$ cat src/rtl/mul_sequencer_if.sv
// Multiply engine request/result bundle between the main FSM and mul_sequencer.
//
// Handshake: the requester raises start for one cycle with a valid MulOp and
// stable SrcA/SrcB. The request is taken only while Busy is low and the engine
// is idle. Otherwise it is dropped and never queued. Busy stays high until the
// operation retires. Done is a one-cycle pulse. ResultLo/ResultHi/MulFlags are
// valid from that cycle on and hold their values until the next Done.
interface mul_sequencer_if #(
  parameter int WIDTH = 32
);
  logic             start;
  logic [2:0]       MulOp;
  logic [WIDTH-1:0] SrcA;
  logic [WIDTH-1:0] SrcB;
  logic             Busy;
  logic             Done;
  logic [WIDTH-1:0] ResultLo;
  logic [WIDTH-1:0] ResultHi;
  logic [1:0]       MulFlags;
  logic [1:0]       dbg_state;

  modport master (
    output start, MulOp, SrcA, SrcB,
    input  Busy, Done, ResultLo, ResultHi, MulFlags, dbg_state
  );

  modport slave (
    input  start, MulOp, SrcA, SrcB,
    output Busy, Done, ResultLo, ResultHi, MulFlags, dbg_state
  );
endinterface

$ cat src/rtl/mul_sequencer.sv
// Radix-2 shift-add multiply engine for MUL / UMULL / SMULL.
// The engine handles one multiplier bit per cycle.
// SMULL runs on operand magnitudes, and the engine negates the product in SIGN.
// All outputs are registered.
module mul_sequencer #(
  parameter int WIDTH = 32
) (
  input logic            clk,
  input logic            reset,
  mul_sequencer_if.slave bus
);
  localparam int CW = $clog2(WIDTH + 1);
  localparam logic [2:0] OP_MUL   = 3'b101;
  localparam logic [2:0] OP_UMULL = 3'b110;
  localparam logic [2:0] OP_SMULL = 3'b111;

  typedef enum logic [1:0] {IDLE = 2'd0, RUN = 2'd1, SIGN = 2'd2, DONE = 2'd3} state_t;

  state_t             state;
  logic [CW-1:0]      cnt;
  logic [2*WIDTH-1:0] p;
  logic [WIDTH-1:0]   m;
  logic               neg;
  logic [2:0]         op;
  logic               busy_q;
  logic               done_q;
  logic [WIDTH-1:0]   res_lo;
  logic [WIDTH-1:0]   res_hi;
  logic [1:0]         flags_q;

  logic               op_valid;
  logic [WIDTH-1:0]   mag_a;
  logic [WIDTH-1:0]   mag_b;
  logic               neg_in;
  logic [WIDTH:0]     addend;
  logic [WIDTH:0]     sum;
  logic [2*WIDTH-1:0] p_fin;
  logic               n_fin;
  logic               z_fin;

  // Operand prep, one shift-add step, and the sign-corrected product with its flags.
  always_comb begin
    op_valid = (bus.MulOp == OP_MUL) || (bus.MulOp == OP_UMULL) || (bus.MulOp == OP_SMULL);
    mag_a    = bus.SrcA;
    mag_b    = bus.SrcB;
    neg_in   = 1'b0;
    if (bus.MulOp == OP_SMULL) begin
      // The most negative value maps to its own bit pattern.
      // Read as unsigned, that pattern is the correct magnitude.
      if (bus.SrcA[WIDTH-1]) mag_a = -bus.SrcA;
      if (bus.SrcB[WIDTH-1]) mag_b = -bus.SrcB;
      neg_in = bus.SrcA[WIDTH-1] ^ bus.SrcB[WIDTH-1];
    end
    addend = p[0] ? {1'b0, m} : '0;
    sum    = {1'b0, p[2*WIDTH-1:WIDTH]} + addend;
    p_fin  = neg ? -p : p;
    if (op == OP_MUL) begin
      n_fin = p_fin[WIDTH-1];
      z_fin = (p_fin[WIDTH-1:0] == '0);
    end else begin
      n_fin = p_fin[2*WIDTH-1];
      z_fin = (p_fin == '0);
    end
  end

  // Sequencer FSM with registered Busy/Done and result registers.
  always_ff @(posedge clk or posedge reset) begin
    if (reset) begin
      state   <= IDLE;
      cnt     <= '0;
      p       <= '0;
      m       <= '0;
      neg     <= 1'b0;
      op      <= 3'b000;
      busy_q  <= 1'b0;
      done_q  <= 1'b0;
      res_lo  <= '0;
      res_hi  <= '0;
      flags_q <= 2'b00;
    end else begin
      case (state)
        IDLE: begin
          if (bus.start && op_valid) begin
            op     <= bus.MulOp;
            m      <= mag_a;
            p      <= {{WIDTH{1'b0}}, mag_b};
            neg    <= neg_in;
            cnt    <= '0;
            busy_q <= 1'b1;
            state  <= RUN;
          end
        end
        RUN: begin
          // Shift {carry, sum, low word} right one place.
          p   <= {sum, p[WIDTH-1:1]};
          cnt <= cnt + 1'b1;
          if (cnt == CW'(WIDTH - 1)) state <= SIGN;
        end
        SIGN: begin
          p       <= p_fin;
          res_lo  <= p_fin[WIDTH-1:0];
          res_hi  <= p_fin[2*WIDTH-1:WIDTH];
          flags_q <= {n_fin, z_fin};
          done_q  <= 1'b1;
          state   <= DONE;
        end
        DONE: begin
          done_q <= 1'b0;
          busy_q <= 1'b0;
          state  <= IDLE;
        end
        default: state <= IDLE;
      endcase
    end
  end

  assign bus.Busy      = busy_q;
  assign bus.Done      = done_q;
  assign bus.ResultLo  = res_lo;
  assign bus.ResultHi  = res_hi;
  assign bus.MulFlags  = flags_q;
  assign bus.dbg_state = state;
endmodule

$ cat src/flat_wrapper.sv
// flat-port wrapper written by rule: the top's interface ports become plain ports
module mul_sequencer_flat 
#(
  parameter int WIDTH = 32
)
  (clk, reset, bus_start, bus_MulOp, bus_SrcA, bus_SrcB, bus_Busy, bus_Done, bus_ResultLo, bus_ResultHi, bus_MulFlags, bus_dbg_state);
  mul_sequencer_if #(.WIDTH(WIDTH)) bus_i ();
  input logic clk;
  input logic reset;
  input wire logic [$bits(bus_i.start)-1:0] bus_start;
  input wire logic [$bits(bus_i.MulOp)-1:0] bus_MulOp;
  input wire logic [$bits(bus_i.SrcA)-1:0] bus_SrcA;
  input wire logic [$bits(bus_i.SrcB)-1:0] bus_SrcB;
  output wire logic [$bits(bus_i.Busy)-1:0] bus_Busy;
  output wire logic [$bits(bus_i.Done)-1:0] bus_Done;
  output wire logic [$bits(bus_i.ResultLo)-1:0] bus_ResultLo;
  output wire logic [$bits(bus_i.ResultHi)-1:0] bus_ResultHi;
  output wire logic [$bits(bus_i.MulFlags)-1:0] bus_MulFlags;
  output wire logic [$bits(bus_i.dbg_state)-1:0] bus_dbg_state;
  assign bus_i.start = bus_start;
  assign bus_i.MulOp = bus_MulOp;
  assign bus_i.SrcA = bus_SrcA;
  assign bus_i.SrcB = bus_SrcB;
  assign bus_Busy = bus_i.Busy;
  assign bus_Done = bus_i.Done;
  assign bus_ResultLo = bus_i.ResultLo;
  assign bus_ResultHi = bus_i.ResultHi;
  assign bus_MulFlags = bus_i.MulFlags;
  assign bus_dbg_state = bus_i.dbg_state;
  mul_sequencer #(.WIDTH(WIDTH)) u_core (.clk(clk), .reset(reset), .bus(bus_i));
endmodule
$ cat config.mk
export PLATFORM = sky130hd
export DESIGN_NAME = mul_sequencer_flat
export DESIGN_NICKNAME = d
export VERILOG_FILES = /design/src/rtl/mul_sequencer_if.sv /design/src/rtl/mul_sequencer.sv /design/src/flat_wrapper.sv
export SDC_FILE = /design/constraint.sdc
export NUM_CORES = 1
export LEC_CHECK = 0
export CORE_MARGIN = 2
export CORE_UTILIZATION = 35
export CTS_BUF_LIST = sky130_fd_sc_hd__clkbuf_4
export DETAILED_ROUTE_END_ITERATION = 7
export PLACE_DENSITY_LB_ADDON = 0.1
export SLEW_MARGIN = 20
export SYNTH_ARGS = -nofsm -noshare
export SYNTH_HDL_FRONTEND = slang
export SYNTH_SLANG_ARGS = --single-unit
$ cat constraint.sdc
create_clock -name clk -period 7 [get_ports clk]
set_clock_uncertainty 0.2 [all_clocks]
set_input_delay 2.1 -clock clk [delete_from_list [all_inputs] [get_ports clk]]
set_output_delay 2.1 -clock clk [all_outputs]
set_load 0.05 [all_outputs]
# After elaboration in Yosys (flattened, before gate mapping)
# Cells that the tools add are included.
# totals
regBits,176
in_bits,70
output_inout_bits,70
wordCells,61
# classes
add_sub_neg,5
n_eq_ne,10
mux,19
n_bitwise,1
n_reduce_logical,15
# op_table
operator,count
$pmux W64 S3,1
$mux W32,5
$mux W64,2
$logic_not A64 Y1,1
$neg A32 Y32,2
$neg A64 Y64,1
$add A32 B33 Y33,1
$logic_not A32 Y1,1
$eq A3 B3 Y1 const B,4
$pmux W6 S2,1
$reduce_and A2 Y1,5
$pmux W2 S4,1
$add A6 B1 Y6 const B,1
$eq A6 B5 Y1 const B,1
$mux W6,1
$reduce_bool A2 Y1,3
$eq A2 B2 Y1 const B,2
$mux W1,4
$mux W2,2
$ne A2 B1 Y1 const B,2
$pmux W1 S2,2
$reduce_bool A3 Y1,1
$eq A2 B1 Y1 const B,1
$logic_not A2 Y1,1
other kinds (3),4

# Longest topological paths before layout
# depth
word_depth,6
mapped_depth,13
mapped_depth_nobuf,12

# Worst setup path before layout
# Ideal clock, no wire load.
# synth_path
kind,input port to flip-flop
start,in bus_SrcA[9]
end,reg u_core.m[25]
setup_ps,136
arrival_ps,4682
required_time_ps,6664
setup_slack_ps,1982
cell_stages,9
path_buffers,0
path_cell_list,or4_1 > nor4_1 > or4b_2 > nor3_1 > nand2_1 > or2_2 > o41ai_1 > xor2_1 > o21ai_0
# synth_between
elab_chain_len,3
# synth_lines
item,line,text
start: declaration,flat_wrapper.sv:12,input wire logic [$bits(bus_i.SrcA)-1:0] bus_SrcA;
$neg A32 Y32,mul_sequencer.sv:50,if (bus.SrcA[WIDTH-1]) mag_a = -bus.SrcA;
$mux W32,mul_sequencer.sv:50,
$mux W32,mul_sequencer.sv:47,if (bus.MulOp == OP_SMULL) begin
end signal: assignment,mul_sequencer.sv:85,m <= mag_a;
end: declaration,mul_sequencer.sv:22,logic [WIDTH-1:0] m;
# Every way passes these cells.
# A chain may end at the register's enable or synchronous reset.

# Worst setup path after layout
# Ends and elaborated chain as after synthesis.

==> flow_summary.yaml <==
run_status:
  status: "finished, final reports clean"
cells_and_area:
  areaGrowthSynthToFinish_pct: 16.2
  num-fill-cells: 3553
  drive_gt1_share_pct: 5.50
  register_area_um2: 4410
  fin_nets: 1699
  final_area_um2: 14400
  multiInputGateArea_um2: 7450
sta:
  finalMaxSlewViolations: 0
  worstMarginPinSlew_ps: 954
  maxSlewHeadroom_pct: 36.4
  fmax_ghz: 0.197
  final-setup-viol-count: 0
  finalCritPeriodShare_pct: 72.7
  rsz0062_at_grt: "false"
  setup_tns_ps: 0
  fin_ws_ps: 1910
  hold_viol_final: 0
  min_period_ps: 5090
critical_path:
  cp-start-kind: "input pin"
  rr_startpoint: "u_core.p[0]$_DFFE_PP0P_"
  arrival_ps: 5380
  r2r_setup_slack_ps: 1980
  reg2regPathDepth: 11
  critPathMaxFanout: 5
  crit_required_ps: 7290
  crit_path_cell_trace: "clkdlybuf4s50_1 > or4_1 > nor4_1 > or4b_2 > nor3_1 > nand2_1 > or2_2 > o41ai_1 > xor2_1 > o21ai_0"
  slowest_delay_ps: 650
  crit_type: "input pin to flip-flop"
  slowest_stage: "or4b_2"
  r2r_end: "u_core.bus.MulFlags[0]$_DFFE_PP0P_"
  critPathCaptureType: "flip-flop"
logic_synthesis:
  synth_mux_area_share_pct: 0.972
  synth_top_family_by_area: "compound AO/OA/AOI/OAI gates"
  yosys.area_share.adder_pct: 4.21
  ys_types: 67
  syn_inst: 1515
  synth_xor_area_share_pct: 10.3
  ys_warn_count: 0
  synth_seq_cells: 176
  synth_flop_cell: "dfrtp_1"
  synthSimpleGateAreaFrac_pct: 21.9
  synth_area_um2: 12400
  syn-num-nets: 1626
  synth_edf_count: 0
  syn_avg_cell_area_um2: 8.16
  seq_area_frac_synth_pct: 35.6
  synth_compound_area_share_pct: 22.5
  synthArstFlopShare_pct: 100
cts:
  cts_made_buffers: 17
  cts_root_buf: "clkbuf_4"
  cts_buffer_depth: 2
  hold_buffers: 0
  clk_latency_ps: 620
  post-cts-setup-buffer-count: 0
  cts.sinks: 176
  path_clk_slew_ps: 170
  post_cts_resized: 0
  cts_tree: "yes"
  cts_max_level: 4
placed_design:
  dpl_cell_area_um2: 14100
  dp_worst_setup_slack_ps: 1220
  gp_congestion: 0.854
  dp_hpwl_um: 28100
  port_buffers: 139
global_route:
  grt_overflow: 0
  grt_usage_pct: 21.3
  grt_pass1_wl_um: 61100
  antenna_found_initial: 1
  grt_start_max_net_pins: 128
  grt_pass1_vias: 10600
die:
  design.core.area_um2: 34600
  num_io_pins: 140
  num_rows: 68
  initial_core_util_pct: 35.7
  dieArea_um2: 36800
  fp.dieH_um: 192
  die_w_um: 192
worst_hold_path:
  whs_endpoint: "u_core.m[16]$_DFFE_PP0P_"
  holdPathStages: 2
  hold_path_class: "flip-flop to flip-flop"
  hold_start: "u_core.m[16]$_DFFE_PP0P_"
routing:
  drtIter0Drc: 991
  wl_um: 38700
  vias: 11300
  wl_per_cell_um: 18.8
  dr.pass1.iters: 5
  drc: 0
  vias_per_cell: 5.51
  antenna_left: 0
run:
  cap_violations: 0
pwr:
  ir_drop_mv: 0.345
  power.leakage_uw: 0.00595
  power.density_nw_per_um2: 456
==> critical path, delay by kind of cell <==
kind	cells	cell delay [ps]
XOR/XNOR	1	160
AO/OA/AOI/OAI	2	400
buffers and inverters	1	450
AND/OR/NAND/NOR	6	2270
==> registers in the layout, indices dropped and copies added (netlist names) <==
name	flops
u_core.bus.Busy	1
u_core.bus.ResultHi	32
u_core.bus.Done	1
u_core.bus.MulFlags	2
u_core.bus.dbg_state	2
u_core.m	32
u_core.neg	1
u_core.bus.ResultLo	32
u_core.op	3
u_core.cnt	6
u_core.p	64
==> power by group <==
group	internal, uW	switching, uW
combinational	1370	2600
clock	193	423
sequential	1460	501
total	3020	3530
==> Yosys cell counts (26+ instances only) <==
cell	n	share of area [%]
nand2_1	186	5.7
a21oi_1	98	4.0
xnor2_1	69	4.9
dfrtp_1	176	36
nor3_1	27	1.1
xor2_1	77	5.5
inv_1	42	1.3
o41ai_1	31	2.2
nand3_1	42	1.7
clkbuf_1	79	2.4
nor2_1	117	3.6
ha_1	40	4.1
o21ai_0	175	7.1
and2_1	36	1.8
a21o_1	26	1.6
==> cell families after synthesis <==
logic type | Yosys count
AND/OR/NAND/NOR | 554
AO/OA/AOI/OAI | 448
flip-flops | 176
XOR/XNOR | 146
buffers and inverters | 139
adder cells (fa/ha/maj) | 41
multiplexers | 11
==> worst max path at each step <==
stage / slack (ps) / to / startpoint
final: 1910 / u_core.m[25]$_DFFE_PP0P_ / bus_SrcA[9]
after global routing: 1710 / u_core.bus.MulFlags[0]$_DFFE_PP0P_ / u_core.p[0]$_DFFE_PP0P_
after CTS: 1920 / u_core.bus.MulFlags[0]$_DFFE_PP0P_ / u_core.p[0]$_DFFE_PP0P_
after detailed placement: 1220 / u_core.m[25]$_DFFE_PP0P_ / bus_SrcA[9]
after global placement: 1210 / u_core.m[25]$_DFFE_PP0P_ / bus_SrcA[9]
after floorplan: 1980 / u_core.m[25]$_DFFE_PP0P_ / bus_SrcA[9]
==> cell usage in the layout (no fill, tap or decap), types with 6 or more instances in the layout <==
cell type / count
nand2b_1: 20
inv_6: 6
nor2b_1: 7
nand3_1: 42
ha_1: 37
a21oi_1: 97
a21o_1: 26
dfrtp_1: 175
xnor2_1: 69
buf_4: 11
o41ai_1: 31
o211ai_1: 16
or2_2: 13
nor2_1: 117
clkdlybuf4s50_1: 139
inv_1: 40
or4_1: 25
xor2_1: 77
a22o_1: 7
nand4_1: 10
o21ai_0: 175
a22oi_1: 7
o31ai_1: 25
and3_1: 9
nand2_1: 186
o221ai_1: 6
nor3_1: 27
a31oi_1: 12
and2_1: 36
a211oi_1: 6
mux2_2: 8
nor4_1: 25
or3_1: 21
clkbuf_4: 18
==> per-layer routing <==
metal	part of all wire, %	vias to the layer above	wire length (um)	global-route usage, %
met5	0	-	0	0
met4	0.92	0	355	4.14
met2	44	295	17000	32.6
li1	-	5570	-	-
met1	50	5438	19500	32.0
met3	4.6	24	1790	2.67
==> per-stage QoR <==
step	cells	hold WS, ps	power [uW]	util, %
2_1_floorplan	1515	235	4690	-
3_3_place_gp	2024	249	5920	40.7
3_5_place_dp	2024	258	5970	40.7
4_1_cts	2056	297	6590	41.5
5_1_grt	2057	311	7080	41.5
6_report	2057	291	6550	41.5
==> final cells by class <==
type	count	area share (%)
Sequential cell	176	30.7
Inverter	42	1.12
Antenna cell	1	0.0174
Multi-Input combinational cell	1200	51.9
Tap cell	455	3.96
Timing Repair Buffer	151	10.4
Clock inverter	14	1.02
Clock buffer	18	0.941
(Power assumes the default switching activity.)
